$ cat src/rtl/raycast_pkg.sv
// Shared types and constants for the raycast slice scheduler.
// Angles are signed fixed-point pairs: integer degrees plus thousandths.
package raycast_pkg;

  localparam int ANG_INT_W  = 10;
  localparam int ANG_FRAC_W = 11;
  localparam int FRAC_SCALE = 1000;
  localparam int DEG_FULL   = 360;

  typedef enum logic [2:0] {
    IDLE      = 3'd0,
    ISSUE     = 3'd1,
    WAIT_DONE = 3'd2,
    ADVANCE   = 3'd3,
    FINISH    = 3'd4
  } state_t;

endpackage

$ cat src/rtl/angle_wrap_add.sv
// Fixed-point angle adder: the fraction borrows from or carries into the integer,
// and the result is wrapped into 0.000..359.999 degrees.
module angle_wrap_add
  import raycast_pkg::*;
(
  input  logic signed [ANG_INT_W-1:0]  a_x_i,
  input  logic signed [ANG_FRAC_W-1:0] a_y_i,
  input  logic signed [ANG_INT_W-1:0]  b_x_i,
  input  logic signed [ANG_FRAC_W-1:0] b_y_i,
  output logic signed [ANG_INT_W-1:0]  sum_x_o,
  output logic signed [ANG_FRAC_W-1:0] sum_y_o
);

  localparam logic signed [ANG_FRAC_W+1:0] FRAC_S = (ANG_FRAC_W+2)'(FRAC_SCALE);
  localparam logic signed [ANG_INT_W+1:0]  DEG_S  = (ANG_INT_W+2)'(DEG_FULL);
  localparam logic signed [ANG_INT_W+1:0]  ONE_S  = (ANG_INT_W+2)'(1);

  logic signed [ANG_INT_W+1:0]  intSum;
  logic signed [ANG_FRAC_W+1:0] fracSum;

  // Two guard bits cover the borrow/carry and a single 360 wrap in either direction.
  always_comb begin
    fracSum = (ANG_FRAC_W+2)'(a_y_i) + (ANG_FRAC_W+2)'(b_y_i);
    intSum  = (ANG_INT_W+2)'(a_x_i) + (ANG_INT_W+2)'(b_x_i);
    if (fracSum[ANG_FRAC_W+1]) begin
      fracSum = fracSum + FRAC_S;
      intSum  = intSum - ONE_S;
    end else if (fracSum >= FRAC_S) begin
      fracSum = fracSum - FRAC_S;
      intSum  = intSum + ONE_S;
    end
    if (intSum[ANG_INT_W+1]) begin
      intSum = intSum + DEG_S;
    end else if (intSum >= DEG_S) begin
      intSum = intSum - DEG_S;
    end
    sum_x_o = ANG_INT_W'(intSum);
    sum_y_o = ANG_FRAC_W'(fracSum);
  end

endmodule

$ cat src/rtl/raycast_slice_scheduler.sv
// Issues one ray request per screen column and waits for each to complete.
// Define SLICE_TIMEOUT_EN to abandon a slice after 1024 cycles without ray_done.
module raycast_slice_scheduler
  import raycast_pkg::*;
#(
  parameter int NUM_COLS   = 160,
  parameter int STEP_MILLI = 375,
  parameter int FOV_HALF   = 30
) (
  input  logic                         clock,
  input  logic                         resetn,
  input  logic                         frame_start,
  input  logic signed [ANG_INT_W-1:0]  player_angle_x,
  input  logic signed [ANG_FRAC_W-1:0] player_angle_y,
  output logic                         ray_valid,
  input  logic                         ray_ready,
  output logic [7:0]                   ray_column,
  output logic signed [ANG_INT_W-1:0]  ray_angle_x,
  output logic signed [ANG_FRAC_W-1:0] ray_angle_y,
  input  logic                         ray_done,
  output logic                         frame_busy,
  output logic                         frame_done,
  output logic                         timeout_err
);

  localparam logic [7:0]                   LAST_COL = 8'(NUM_COLS - 1);
  localparam logic signed [ANG_INT_W-1:0]  FOV_NEG  = ANG_INT_W'(-FOV_HALF);
  localparam logic signed [ANG_FRAC_W:0]   STEP_S   = (ANG_FRAC_W+1)'(STEP_MILLI);
  localparam logic signed [ANG_FRAC_W:0]   FRAC_S   = (ANG_FRAC_W+1)'(FRAC_SCALE);

  state_t                       state_q, state_d;
  logic [7:0]                   column_q, column_d;
  logic signed [ANG_INT_W-1:0]  baseX_q, baseX_d, offX_q, offX_d;
  logic signed [ANG_FRAC_W-1:0] baseY_q, baseY_d, offY_q, offY_d;
  logic signed [ANG_INT_W-1:0]  startX;
  logic signed [ANG_FRAC_W-1:0] startY;
  logic signed [ANG_FRAC_W:0]   stepSum;
  logic                         sliceTimeout;

  angle_wrap_add u_baseAdd (
    .a_x_i   (player_angle_x),
    .a_y_i   (player_angle_y),
    .b_x_i   (FOV_NEG),
    .b_y_i   ('0),
    .sum_x_o (startX),
    .sum_y_o (startY)
  );

  angle_wrap_add u_rayAdd (
    .a_x_i   (baseX_q),
    .a_y_i   (baseY_q),
    .b_x_i   (offX_q),
    .b_y_i   (offY_q),
    .sum_x_o (ray_angle_x),
    .sum_y_o (ray_angle_y)
  );

  assign stepSum = (ANG_FRAC_W+1)'(offY_q) + STEP_S;

  always_comb begin
    state_d  = state_q;
    column_d = column_q;
    baseX_d  = baseX_q;
    baseY_d  = baseY_q;
    offX_d   = offX_q;
    offY_d   = offY_q;
    case (state_q)
      IDLE: begin
        if (frame_start) begin
          baseX_d  = startX;
          baseY_d  = startY;
          column_d = '0;
          offX_d   = '0;
          offY_d   = '0;
          state_d  = ISSUE;
        end
      end
      ISSUE: begin
        if (ray_ready) state_d = WAIT_DONE;
      end
      WAIT_DONE: begin
        if (ray_done || sliceTimeout) begin
          state_d = (column_q == LAST_COL) ? FINISH : ADVANCE;
        end
      end
      ADVANCE: begin
        column_d = column_q + 8'd1;
        if (stepSum >= FRAC_S) begin
          offY_d = ANG_FRAC_W'(stepSum - FRAC_S);
          offX_d = offX_q + 10'sd1;
        end else begin
          offY_d = ANG_FRAC_W'(stepSum);
        end
        state_d = ISSUE;
      end
      FINISH:  state_d = IDLE;
      default: state_d = IDLE;
    endcase
  end

  always_ff @(posedge clock or negedge resetn) begin
    if (!resetn) begin
      state_q  <= IDLE;
      column_q <= '0;
      baseX_q  <= '0;
      baseY_q  <= '0;
      offX_q   <= '0;
      offY_q   <= '0;
    end else begin
      state_q  <= state_d;
      column_q <= column_d;
      baseX_q  <= baseX_d;
      baseY_q  <= baseY_d;
      offX_q   <= offX_d;
      offY_q   <= offY_d;
    end
  end

`ifdef SLICE_TIMEOUT_EN
  logic [9:0] tmrCnt_q, tmrCnt_d;
  logic       timeoutErr_q, timeoutErr_d;

  // The last count value stands in for a missing ray_done on the 1024th waiting cycle.
  assign sliceTimeout = (state_q == WAIT_DONE) && (tmrCnt_q == 10'h3FF);

  always_comb begin
    tmrCnt_d     = ((state_q == WAIT_DONE) && !ray_done) ? tmrCnt_q + 10'd1 : '0;
    timeoutErr_d = timeoutErr_q | (sliceTimeout & ~ray_done);
  end

  always_ff @(posedge clock or negedge resetn) begin
    if (!resetn) begin
      tmrCnt_q     <= '0;
      timeoutErr_q <= 1'b0;
    end else begin
      tmrCnt_q     <= tmrCnt_d;
      timeoutErr_q <= timeoutErr_d;
    end
  end

  assign timeout_err = timeoutErr_q;
`else
  assign sliceTimeout = 1'b0;
  assign timeout_err  = 1'b0;
`endif

  assign ray_valid  = (state_q == ISSUE);
  assign frame_busy = (state_q != IDLE);
  assign frame_done = (state_q == FINISH);
  assign ray_column = column_q;

endmodule

$ cat config.mk
export PLATFORM = sky130hd
export DESIGN_NAME = raycast_slice_scheduler
export DESIGN_NICKNAME = d
export VERILOG_FILES = /design/src/rtl/raycast_pkg.sv /design/src/rtl/angle_wrap_add.sv /design/src/rtl/raycast_slice_scheduler.sv
export SDC_FILE = /design/constraint.sdc
export NUM_CORES = 1
export LEC_CHECK = 0
export ABC_AREA = 0
export CAP_MARGIN = 10
export CORE_MARGIN = 2
export CORE_UTILIZATION = 47
export DETAILED_ROUTE_END_ITERATION = 12
export GPL_TIMING_DRIVEN = 0
export PLACE_DENSITY = 0.76
export SLEW_MARGIN = 20
export SYNTH_ARGS = -nofsm -noshare
export SYNTH_HDL_FRONTEND = slang
export SYNTH_HIERARCHICAL = 1
export SYNTH_SLANG_ARGS = --single-unit
$ cat constraint.sdc
create_clock -name clock -period 8.15 [get_ports clock]
set_input_delay 1.2225 -clock clock [delete_from_list [all_inputs] [get_ports clock]]
set_output_delay 1.2225 -clock clock [all_outputs]
set_load 0.01 [all_outputs]
==> Word-level counts from Yosys, hierarchy flattened <==
Index checks and enable logic that the tools add are counted.
{ "word_totals": {"register_bits": 53, "input_bits": 26, "out_inout_bits": 33, "wordCells": 71} }
{ "op_classes": {"n_addsub": 19, "magnitude_cmp": 5, "n_eq_ne": 9, "muxes": 25, "reduce_logical": 7} }
{ "ops": {"columns": ["cell", "n"], "rows": [
  ["11-bit two-way mux", 6],
  ["10-bit two-way mux", 6],
  ["12-bit two-way mux", 4],
  ["11-bit subtractor, second input constant", 3],
  ["12-bit by 2-bit adder with 12-bit output, second input constant", 2],
  ["12-bit by 10-bit greater-or-equal comparator with 1-bit output, second input constant", 2],
  ["12-bit by 11-bit greater-or-equal comparator with 1-bit output, second input constant", 2],
  ["12-bit by 2-bit subtractor with 12-bit output, second input constant", 2],
  ["11-bit adder, second input constant", 2],
  ["11-bit one-hot mux with 2 select lines", 1],
  ["10-bit adder, second input constant", 2],
  ["10-bit one-hot mux with 2 select lines", 1],
  ["10-bit subtractor, second input constant", 2],
  ["8-bit one-hot mux with 2 select lines", 1],
  ["11-bit by 10-bit adder with 12-bit output, second input constant", 1],
  ["11-bit by 11-bit adder with 12-bit output", 1],
  ["3-bit two-way mux", 4],
  ["3-bit one-hot mux with 4 select lines", 1],
  ["10-bit by 10-bit adder with 11-bit output", 1],
  ["10-bit by 6-bit adder with 11-bit output, second input constant", 1],
  ["11-bit greater-or-equal comparator, second input constant", 1],
  ["10-bit by 2-bit adder with 10-bit output, second input constant", 1],
  ["8-bit by 1-bit adder with 8-bit output, second input constant", 1],
  ["8-bit equality test, second input constant", 1],
  ["other kinds (11)", 16]
]} }

==> Logic depth before layout (Yosys ltp) <==
{ "logic_depth": {"depth_word": 7, "depth_mapped": 17, "ltp_nobuf": 17} }

==> By module <==
Netlist, hierarchy kept.
{ "by_module_without_submodules": {"columns": ["mod", "instances", "cells_each", "area_per_inst_um2", "seq_area_each_um2"], "rows": [
  ["raycast_slice_scheduler", 1, 325, 2806.4, 1326.3],
  ["angle_wrap_add (u_rayAdd)", 1, 320, 2437.3, 0.0],
  ["angle_wrap_add (u_baseAdd)", 1, 296, 2273.4, 0.0]
]} }

==> Worst setup path before layout <==
OpenSTA, ideal clock, no wires.
{ "synth_timing": {"path_kind": "reg-to-output", "start": "reg offY_q[0]", "end": "out ray_angle_x[9]", "arrival_ns": 4.266, "slack_ns": 2.662, "stages_incl_launch_ff": 17, "cell_sequence": "dfrtp_1 > ha_1 > fa_1 > a211oi_2 > o211ai_1 > a221oi_2 > xor2_2 > o31ai_4 > a32oi_1 > xor2_2 > ha_1 > nor2_1 > or4bb_1 > o211a_1 > or4_1 > o2111ai_1 > nor3_1"} }
{ "synth_between": {"elab_chain_cells": 7, "elab_cells_between_ends": 9, "classes_between": "add/sub: 3; order compare: 2; mux: 4"} }
{ "synth_rtl": {"columns": ["item", "line", "source"], "rows": [
  ["from (decl)", "raycast_slice_scheduler.sv:34", "logic signed [ANG_FRAC_W-1:0] baseY_q, baseY_d, offY_q, offY_d;"],
  ["from (signal assigned)", "raycast_slice_scheduler.sv:115", "offY_q <= offY_d;"],
  ["11-bit by 11-bit adder with 12-bit output *", "angle_wrap_add.sv:23", "fracSum = (ANG_FRAC_W+2)'(a_y_i) + (ANG_FRAC_W+2)'(b_y_i);"],
  ["12-bit by 11-bit greater-or-equal comparator with 1-bit output", "angle_wrap_add.sv:28", "end else if (fracSum >= FRAC_S) begin"],
  ["12-bit two-way mux", "angle_wrap_add.sv:28", null],
  ["12-bit two-way mux *", "angle_wrap_add.sv:25", "if (fracSum[ANG_FRAC_W+1]) begin"],
  ["10-bit subtractor or 12-bit by 10-bit greater-or-equal comparator with 1-bit output (tied branches)", "angle_wrap_add.sv:35, angle_wrap_add.sv:34", null],
  ["10-bit two-way mux", "angle_wrap_add.sv:34", "end else if (intSum >= DEG_S) begin"],
  ["10-bit two-way mux *", "angle_wrap_add.sv:32", "if (intSum[ANG_INT_W+1]) begin"],
  ["to (decl)", "raycast_slice_scheduler.sv:18", "output logic signed [ANG_INT_W-1:0] ray_angle_x,"]
]} }
Every way passes the cells marked *; elsewhere a longest branch is shown, timed or not.

==> Worst setup path after layout <==
Same ends and word-level chain as after synthesis.

==> metrics.cfg <==
[outcome]
outcome = completed

[logic_synthesis]
synth_sequential_area_ratio_pct = 17.64
ys_flop_type = dfrtp_1
syn_avg_cell_area_um2 = 7.989
dominant_combinational_cell_family_by_area_after_synthesis = compound AO/OA/AOI/OAI gates
synth_area_leader_cell = dfrtp_1
synth-seq-cells = 53
cell_with_the_most_instances_after_synthesis = nand2_1
synth_enable_flop_cells = 0
synth.distinct_cells = 115
syn_area_um2 = 7517
synth-compound-area-share_pct = 29.36
fraction_of_the_mapped_netlist_area_in_adder_cells_pct = 11.05
ys_top_cells_by_area = dfrtp_1, ha_1, nand2_1
ys_top_cells_by_count = nand2_1, nor2_1, o21ai_0
synth_top_area_share_pct = 17.64
synth_simple_gate_area_share_pct = 26.02
synth.mux.area_fraction_pct = 1.731
postSynthCellCount = 941
synth.yosys.warnings = 6
synthXorXnorAreaFrac_pct = 9.704
synth_async_sr_flop_share_pct = 100.0

[clock_network]
cts-root-buf = clkbuf_16
cts.clk_slew.worst_paths_ps = 70
worstSkewPairLatency_ps = 300
cts-buffers-inserted = 5
cts_tree = built
quantity_of_hold_fixing_buffers_added_after_cts = 0
cts_max_level = 2
clock_sink_count = 53
cts_repair_resize_count = 0
cts.repair_timing.setup_buffer_count = 0
cts.path.max_buffers = 2

[pwr]
p_int_uw = 1886
net-switching-power_uw = 1913
power_density_nw_per_um2 = 442.2
pwr-share-comb_pct = 82.0
max-vdd-ir-drop_v = 0.0002704
p_leak_uw = 0.003537
pwr-share-seq_pct = 12.3
clockPowerShare_pct = 5.7
share_of_total_power_consumed_by_net_switching_pct = 50.36

[drt]
ant_nets = 0
route.vias.total = 7200
detail_route.wirelength_um = 17940
detail_route.first_pass.iterations = 5
detail_route.iter0.violations = 432
wire_length_per_cell_after_detailed_routing_um = 14.42
post_drt_via_cell_ratio = 5.788
route.detailed.drc = 0

[timing]
slew_headroom_pct = 48.95
hold_viol_final = 0
grt_setup_unrepaired = no
finalHoldWorstSlack_ps = 485.4
period_needed_ps = 6817
final.setup_skew_ps = 12.16
achievable-frequency_ghz = 0.1467
worst_pin_slew_ps = 762.9
final_min_period_over_clock_period_pct = 83.64
finalSetupViolCount = 0
setup_tns_ps = 0
report.final.slew_viol_count = 0

[hold_path]
hold_path_class = reg2reg
hold_start = baseX_q[2]

[finish]
multiInputGateArea_um2 = 5943
final_cell_area_um2 = 8591
n_antenna_cell = 0
num-nets-final = 1117
regArea_um2 = 1326
num-fill-cells = 1499
drive_above_1_share_pct = 9.728
area_growth_syn_to_layout_pct = 14.28

[global_route]
grt_first_pass_wirelength_um = 29880
gr_util_met2_pct = 38.00
grt_busiest_layer = met2
globalRouteTotalUtil_pct = 21.05
number_of_antenna_violations_at_the_first_check_in_global_routing = 0
overflow = 0
largest_net_degree_at_the_start_of_global_routing = 54
use_met3_pct = 1.954
grt_pass1_vias = 6425
globalRouteMet1Util_pct = 27.40

[floorplanning]
die_extent_in_x_um = 130.5
io-pin-count = 59
initial_utilization_pct = 47.67
die_y_um = 130.5
floorplan.die_area_um2 = 17020
floorplan_row_count = 46
core_area_um2 = 15770

[worst_setup_path]
critical-path-max-stage-delay_ps = 500
critical_path_class = reg2out
rr_startpoint = offY_q[1]
start_kind = flip-flop
cpMaxStageDelayCell = or4bb_1
worstPathRequired_ps = 6930
worst_setup_path_end_kind = primary output
worst_path_most_repeated_cell = ha_1
startpoint = offY_q[0]
worst-path-buf-inv = 1
arrival_ps = 5590
timing.critical_path.fanout_max = 7
timing.critical_path.cells = ha_1, fa_1, a211oi_2, a211oi_1, a2111oi_1, nand4_1, o31ai_4, a32oi_1, xor2_2, ha_1, nor2_1, or4bb_1, o211a_1, or4_1, o2111ai_1, nor3_1, clkdlybuf4s50_1
critical_path.top_delay_family = compound AO/OA/AOI/OAI gates

[placed_design]
place_hpwl_um = 14310
placement.cell_area_um2 = 8438
quantity_of_i_o_buffers_inserted_on_ports = 57
gpl.final_weighted_congestion = 0.9134

[run]
maxCapViolCount = 0

registers in the layout (all words and copies together), names as in the netlist:
register / flops
offY_q: 11
ray_column: 8
state_q: 3
baseX_q: 10
offX_q: 10
baseY_q: 11
final cells by class:
cell class,instances,share of cell area [%]
Tap cell,216,3.146
Sequential cell,53,15.44
Timing Repair Buffer,57,6.612
Buffer,34,2.272
Clock inverter,2,0.1602
Multi-Input combinational cell,840,69.18
Inverter,36,1.573
Clock buffer,6,1.617
power by group through the flow:
stage / registers (uW) / clock network [uW] / logic, uW
2_1_floorplan: 431 / 0 / 2180
3_3_place_gp: 468 / 0 / 3050
3_5_place_dp: 472 / 0 / 3090
4_1_cts: 467 / 223 / 3100
5_1_grt: 480 / 234 / 3430
6_report: 466 / 218 / 3110
layout by cell type (no fill, tap or decap), types with 5 or more instances in the layout:
cell type,instances
nand2_1,130
nand3_1,33
xnor2_1,47
o31ai_1,8
xor2_1,22
and3_1,8
o21a_1,9
nor3_1,30
buf_6,6
a21o_1,10
clkdlybuf4s50_1,56
nor4_1,9
and4_1,5
nand4_1,7
dfrtp_1,53
o22ai_1,7
nor2_1,73
o21ai_1,7
a22oi_1,6
nor3b_1,10
a21oi_2,5
or2_2,7
and2_1,8
nand2b_1,5
ha_1,60
clkbuf_1,18
buf_4,5
clkbuf_16,5
or4_1,7
o211ai_1,14
buf_2,5
o21ai_0,61
a21oi_1,41
inv_1,36
a211o_1,8
conb_1,24
or3_1,16
a31oi_1,15
a211oi_1,12
kinds of logic after synthesis:
family / after synthesis
and+or+nand+nor: 378
DFF: 53
adders and majority gates: 64
xor gates and xnor gates: 76
buffers and inverters: 70
AOI/OAI and AO/OA: 287
other: 2
muxes: 11
through the flow:
stage	setup slack [ps]	util [%]	instances	total power (uW)
6_report	1333	54.47	1244	3799
5_1_grt	1080	54.47	1244	4143
4_1_cts	1342	54.47	1244	3794
3_5_place_dp	1681	53.51	1236	3563
3_3_place_gp	1728	53.52	1236	3514
2_1_floorplan	2662	-	963	2615
routing by layer:
metal,wire length (um),up-vias
met5,0,-
met4,274,0
met3,587,20
met2,8736,141
met1,8342,3363
li1,-,3676
worst reg2reg max path, cell delays in order (launching register included):
cell	delay [ps]
dfrtp_1	510
inv_1	110
ha_1	210
nand2b_4	80
or3b_1	370
or3_4	360
a311oi_4	410
o21ai_2	140
nor4_1	600
o221a_2	310
nor2_1	40
final timing paths:
kind | slack (ps) | cells after the start | to
worst max-delay path | 1330 | 17 | ray_angle_x[9]
worst min-delay path | 490 | 2 | baseX_q[2]
worst max register to register | 4910 | 10 | offX_q[7]
worst min register to register | 490 | 2 | baseX_q[2]
max in group asynchronous | 6730 | 1 | baseY_q[7]
min in group asynchronous | 950 | 1 | state_q[0]
Power figures use the tool's default switching activity.
==> edit 1 (same settings) <==
The option `SLICE_TIMEOUT_EN` is turned on by a define.
--- a/src/rtl/raycast_slice_scheduler.sv
+++ b/src/rtl/raycast_slice_scheduler.sv
@@ -1,5 +1,7 @@
 // Issues one ray request per screen column and waits for each to complete.
 // Define SLICE_TIMEOUT_EN to abandon a slice after 1024 cycles without ray_done.
+`define SLICE_TIMEOUT_EN
+
 module raycast_slice_scheduler
   import raycast_pkg::*;
 #(
Formal check against the unedited RTL: same outputs for any inputs over 4 cycles, from zero or initial values and one cycle with resetn low; that may be too few to reach the edited logic, so the function may still have changed.
==> edit 1 against the original RTL <==
Sequential cell count is 11 higher; clock power is 93% higher; routed wire length is 0.95% higher; via count is 3.2% higher; total power is 13% higher; worst setup slack worse by 0.011 ns; clock skew is 0.0013 ns lower; area after synthesis is 3.4% higher; register-to-register slack better by 0.21 ns; design area is 5.5% higher; count of clock-buffer cells in the layout is 4 higher; highest routed layer unchanged.
==> edit 1: results <==
set metrics [dict create \
    status "complete, no violations" \
    gp_congestion 0.907 \
    finClkSkew_ns 0.0108 \
    max_freq_mhz 146 \
    whs_path_depth 1 \
    path_clk_slew_ns 0.05 \
    placed_area_sq_mm 0.00873 \
    hold_start "tmrCnt_q[0]$_DFF_PN0_" \
    grt_usage 0.208 \
    leakage_nw 3.81 \
    synth_area_leaders "dfrtp_1 21%, ha_1 9.8%, nand2_1 6.4%, xnor2_1 5.2%, nor2_1 3.5%" \
    pre_cts_slack_ns 1.70 \
    worst-endpoint-arrival_ns 5.61 \
    viasPerCell 5.74 \
    port_buffers 58 \
    firstDrtPassIters 7 \
    synthTopCellsByCount "133 x nand2_1, 72 x nor2_1, 64 x dfrtp_1" \
    clk_latency_ns 0.34 \
    numCtsBuffers 9 \
    first_iter_violations 381 \
    vdd_drop_max_mv 0.331 \
    slew_headroom 0.524 \
    wl_per_cell_microns 14.0 \
    r2r_setup_slack_ns 5.12 \
    grt_pass1_wl_microns 31400 \
    stdcell_count 1294 \
    synth-seq-area-share 0.206 \
    ys_types 104 \
    grt_pass1_vias 6887 \
    synth.avg_cell_area_sq_um 7.95 \
    final_nets 1160 \
]
## edit 1: through the flow
step / hold slack, ns / utilization / power, mW
2_1_floorplan: 0.433 / - / 2.85
3_3_place_gp: 0.450 / 0.533 / 3.80
3_5_place_dp: 0.458 / 0.534 / 3.88
4_1_cts: 0.464 / 0.554 / 4.31
5_1_grt: 0.491 / 0.554 / 4.69
6_report: 0.456 / 0.554 / 4.31
## edit 1: power groups by stage
stage / sequential (mW) / clock [mW] / combinational, mW
after floorplan: 0.506 / 0 / 2.34
after global placement: 0.549 / 0 / 3.25
after detailed placement: 0.551 / 0 / 3.32
after CTS: 0.549 / 0.426 / 3.34
after global routing: 0.561 / 0.438 / 3.69
final: 0.550 / 0.420 / 3.34
## edit 1: cell families (layout without fill, tap and decap cells)
| family | Yosys count | in the layout | share of synthesized area |
|---|---|---|---|
| AO/OA/AOI/OAI | 264 | 264 | 0.252 |
| XOR/XNOR | 84 | 84 | 0.106 |
| flip-flops | 64 | 64 | 0.206 |
| adder cells (fa/ha/maj) | 65 | 65 | 0.108 |
| other | 2 | 23 | 0.000966 |
| buffers and inverters | 81 | 156 | 0.0464 |
| multiplexers | 8 | 8 | 0.0111 |
| AND/OR/NAND/NOR | 410 | 410 | 0.269 |
## edit 1: final cells by class
| class | instances | area [sq um] |
|---|---|---|
| tap | 220 | 275 |
| clock inverter | 6 | 91.3 |
| inverter | 45 | 169 |
| timing repair buffer | 59 | 606 |
| fill | 1567 | 7290 |
| buffer | 36 | 191 |
| sequential | 64 | 1600 |
| clock buffer | 10 | 239 |
| multi-input combinational | 854 | 5890 |
## edit 1: metal layers
metal,global-route usage,vias up,share of wire
met5,0,-,0
met4,0.0639,0,0.016
met3,0.0203,16,0.035
met2,0.372,151,0.49
met1,0.266,3511,0.46
li1,-,3755,-
==> edit 2 (same settings) <==
Without the edit above. Re-encode `state_t` (5 states) as one-hot, 5 bits wide.
--- a/src/rtl/raycast_pkg.sv
+++ b/src/rtl/raycast_pkg.sv
@@ -7,12 +7,12 @@
   localparam int FRAC_SCALE = 1000;
   localparam int DEG_FULL   = 360;
 
-  typedef enum logic [2:0] {
-    IDLE      = 3'd0,
-    ISSUE     = 3'd1,
-    WAIT_DONE = 3'd2,
-    ADVANCE   = 3'd3,
-    FINISH    = 3'd4
+  typedef enum logic [4:0] {
+    IDLE      = 5'b00001,
+    ISSUE     = 5'b00010,
+    WAIT_DONE = 5'b00100,
+    ADVANCE   = 5'b01000,
+    FINISH    = 5'b10000
   } state_t;
 
 endpackage
Check against the original RTL: same outputs for any inputs over 4 cycles, from zero or initial values and one cycle with resetn low; so few cycles prove little.
==> edit 2 against the original RTL <==
Design area increased by 1.3%; clock power up 5%; core utilization grew 0.30 points; count of clock-buffer cells in the layout decreased by 1; area after synthesis grew 1.4%; critical path type unchanged; worst setup slack gained 0.093 ns; maximum frequency increased by 1.4%; routed wire length shrank 3.2%; sequential cell count grew 2; total power is 34% lower; largest cell class unchanged.
==> edit 2: results <==
set metrics [dict create \
    clk_share 0.0183 \
    multiInputGateArea_sq_mm 0.00601 \
    whs_path_depth 1 \
    final_nets 1084 \
    grt_max_degree 56 \
    synth_area_leaders "dfrtp_1 18%, ha_1 9.9%, xnor2_1 4.8%, o21ai_0 3.7%, nor2_1 3.7%" \
    pwr-share-comb 0.748 \
    rr_worst_depth 10 \
    clk_path_buf_depth 2 \
    power.switching_mw 1.18 \
    vias 7167 \
    routed_wl_microns 17400 \
    hold_class "reg2reg" \
    clock_sinks 55 \
    leakage_nw 3.51 \
    vdd_drop_max_mv 0.232 \
    inv_count 39 \
    dp_hpwl_microns 14000 \
    syn_inst 908 \
    grt_pass1_vias 6500 \
    htreeDepth 2 \
    timing_worst_slew_pin_value_ns 0.771 \
    grt_pass1_wl_microns 29500 \
    power_frac_seq 0.161 \
    path_clk_slew_ns 0.08 \
    num-fill-cells 1462 \
    synth-seq-area-share 0.181 \
    grt_usage 0.196 \
    status "complete, no violations" \
    worst_hold_slack_ns 0.514 \
    synth-async-reset-ratio 1.00 \
    synthTopCellsByCount "76 x nor2_1, 61 x nand2_1, 60 x ha_1" \
    yosysWarningCount 6 \
    port_buffers 57 \
    bufAreaShareNonClock 0.0850 \
    r2r-start "offY_q[0]$_DFFE_PN0P_" \
    dp_cells 1203 \
    gp_congestion 0.922 \
    reg2reg_to "offX_q[7]$_DFFE_PN0P_" \
    firstDrtPassIters 5 \
    ys_types 116 \
    drive_gt1_frac 0.119 \
    seqCellArea_sq_mm 0.00138 \
    first_iter_violations 550 \
    r2r_setup_slack_ns 5.05 \
    signal_buffers 86 \
    hold_start "baseX_q[7]$_DFFE_PN0P_" \
    wl_per_cell_microns 14.3 \
    finClkSkew_ns 0.0129 \
    crit_path_start "baseY_q[0]$_DFFE_PN0P_" \
    holdPathEnd "baseX_q[7]$_DFFE_PN0P_" \
    clock_buffers 5 \
    nMultiInputCombCells 807 \
]
[edit 2: cell types whose count changed after synthesis, moves of 5 or more]
| cell | before | now |
|---|---|---|
| nand2_1 | 130 | 61 |
| mux2_2 | 4 | 25 |
| xnor2_1 | 47 | 42 |
| xor2_1 | 22 | 27 |
| o31ai_1 | 8 | 14 |
[edit 2: layer usage]
metal | share of wire | track usage | vias to the layer above
li1 | - | - | 3598
met1 | 0.47 | 0.270 | 3342
met2 | 0.47 | 0.331 | 211
met3 | 0.052 | 0.0201 | 16
met4 | 0.010 | 0.0435 | 0
met5 | 0 | 0 | -
[edit 2: kinds of logic (layout without fill, tap and decap cells)]
group                    after synthesis  in the layout  synth area share
AO/OA/AOI/OAI                        289            289             0.292
XOR/XNOR                              76             76            0.0957
adder cells (fa/ha/maj)               64             64             0.109
buffers and inverters                 68            133            0.0417
flip-flops                            55             55             0.181
multiplexers                          35             35            0.0520
other                                  2             24          0.000985
AND/OR/NAND/NOR                      319            319             0.228
[edit 2: per-stage QoR]
| stage | worst slack, ns | power (mW) | instance area (sq um) |
|---|---|---|---|
| after global placement | 1.80 | 2.24 | 8540 |
| after floorplan | 2.72 | 1.71 | 7700 |
| after detailed placement | 1.75 | 2.28 | 8540 |
| after CTS | 1.40 | 2.52 | 8700 |
| after global routing | 1.10 | 2.72 | 8700 |
| final | 1.43 | 2.51 | 8700 |
[edit 2: worst max-delay path, cell delays in order, from the launching register on]
cell and delay [ns]:
dfrtp_1 0.44, ha_1 0.27, fa_1 0.44, a211oi_2 0.33, o211ai_1 0.18, a221oi_2 0.33
xor2_2 0.38, o31ai_4 0.16, a32oi_1 0.33, xor2_2 0.22, ha_1 0.28, nor2_1 0.10
or4bb_1 0.51, o211a_1 0.16, or4_1 0.40, o2111ai_1 0.11, nor3_1 0.08, clkdlybuf4s50_1 0.48
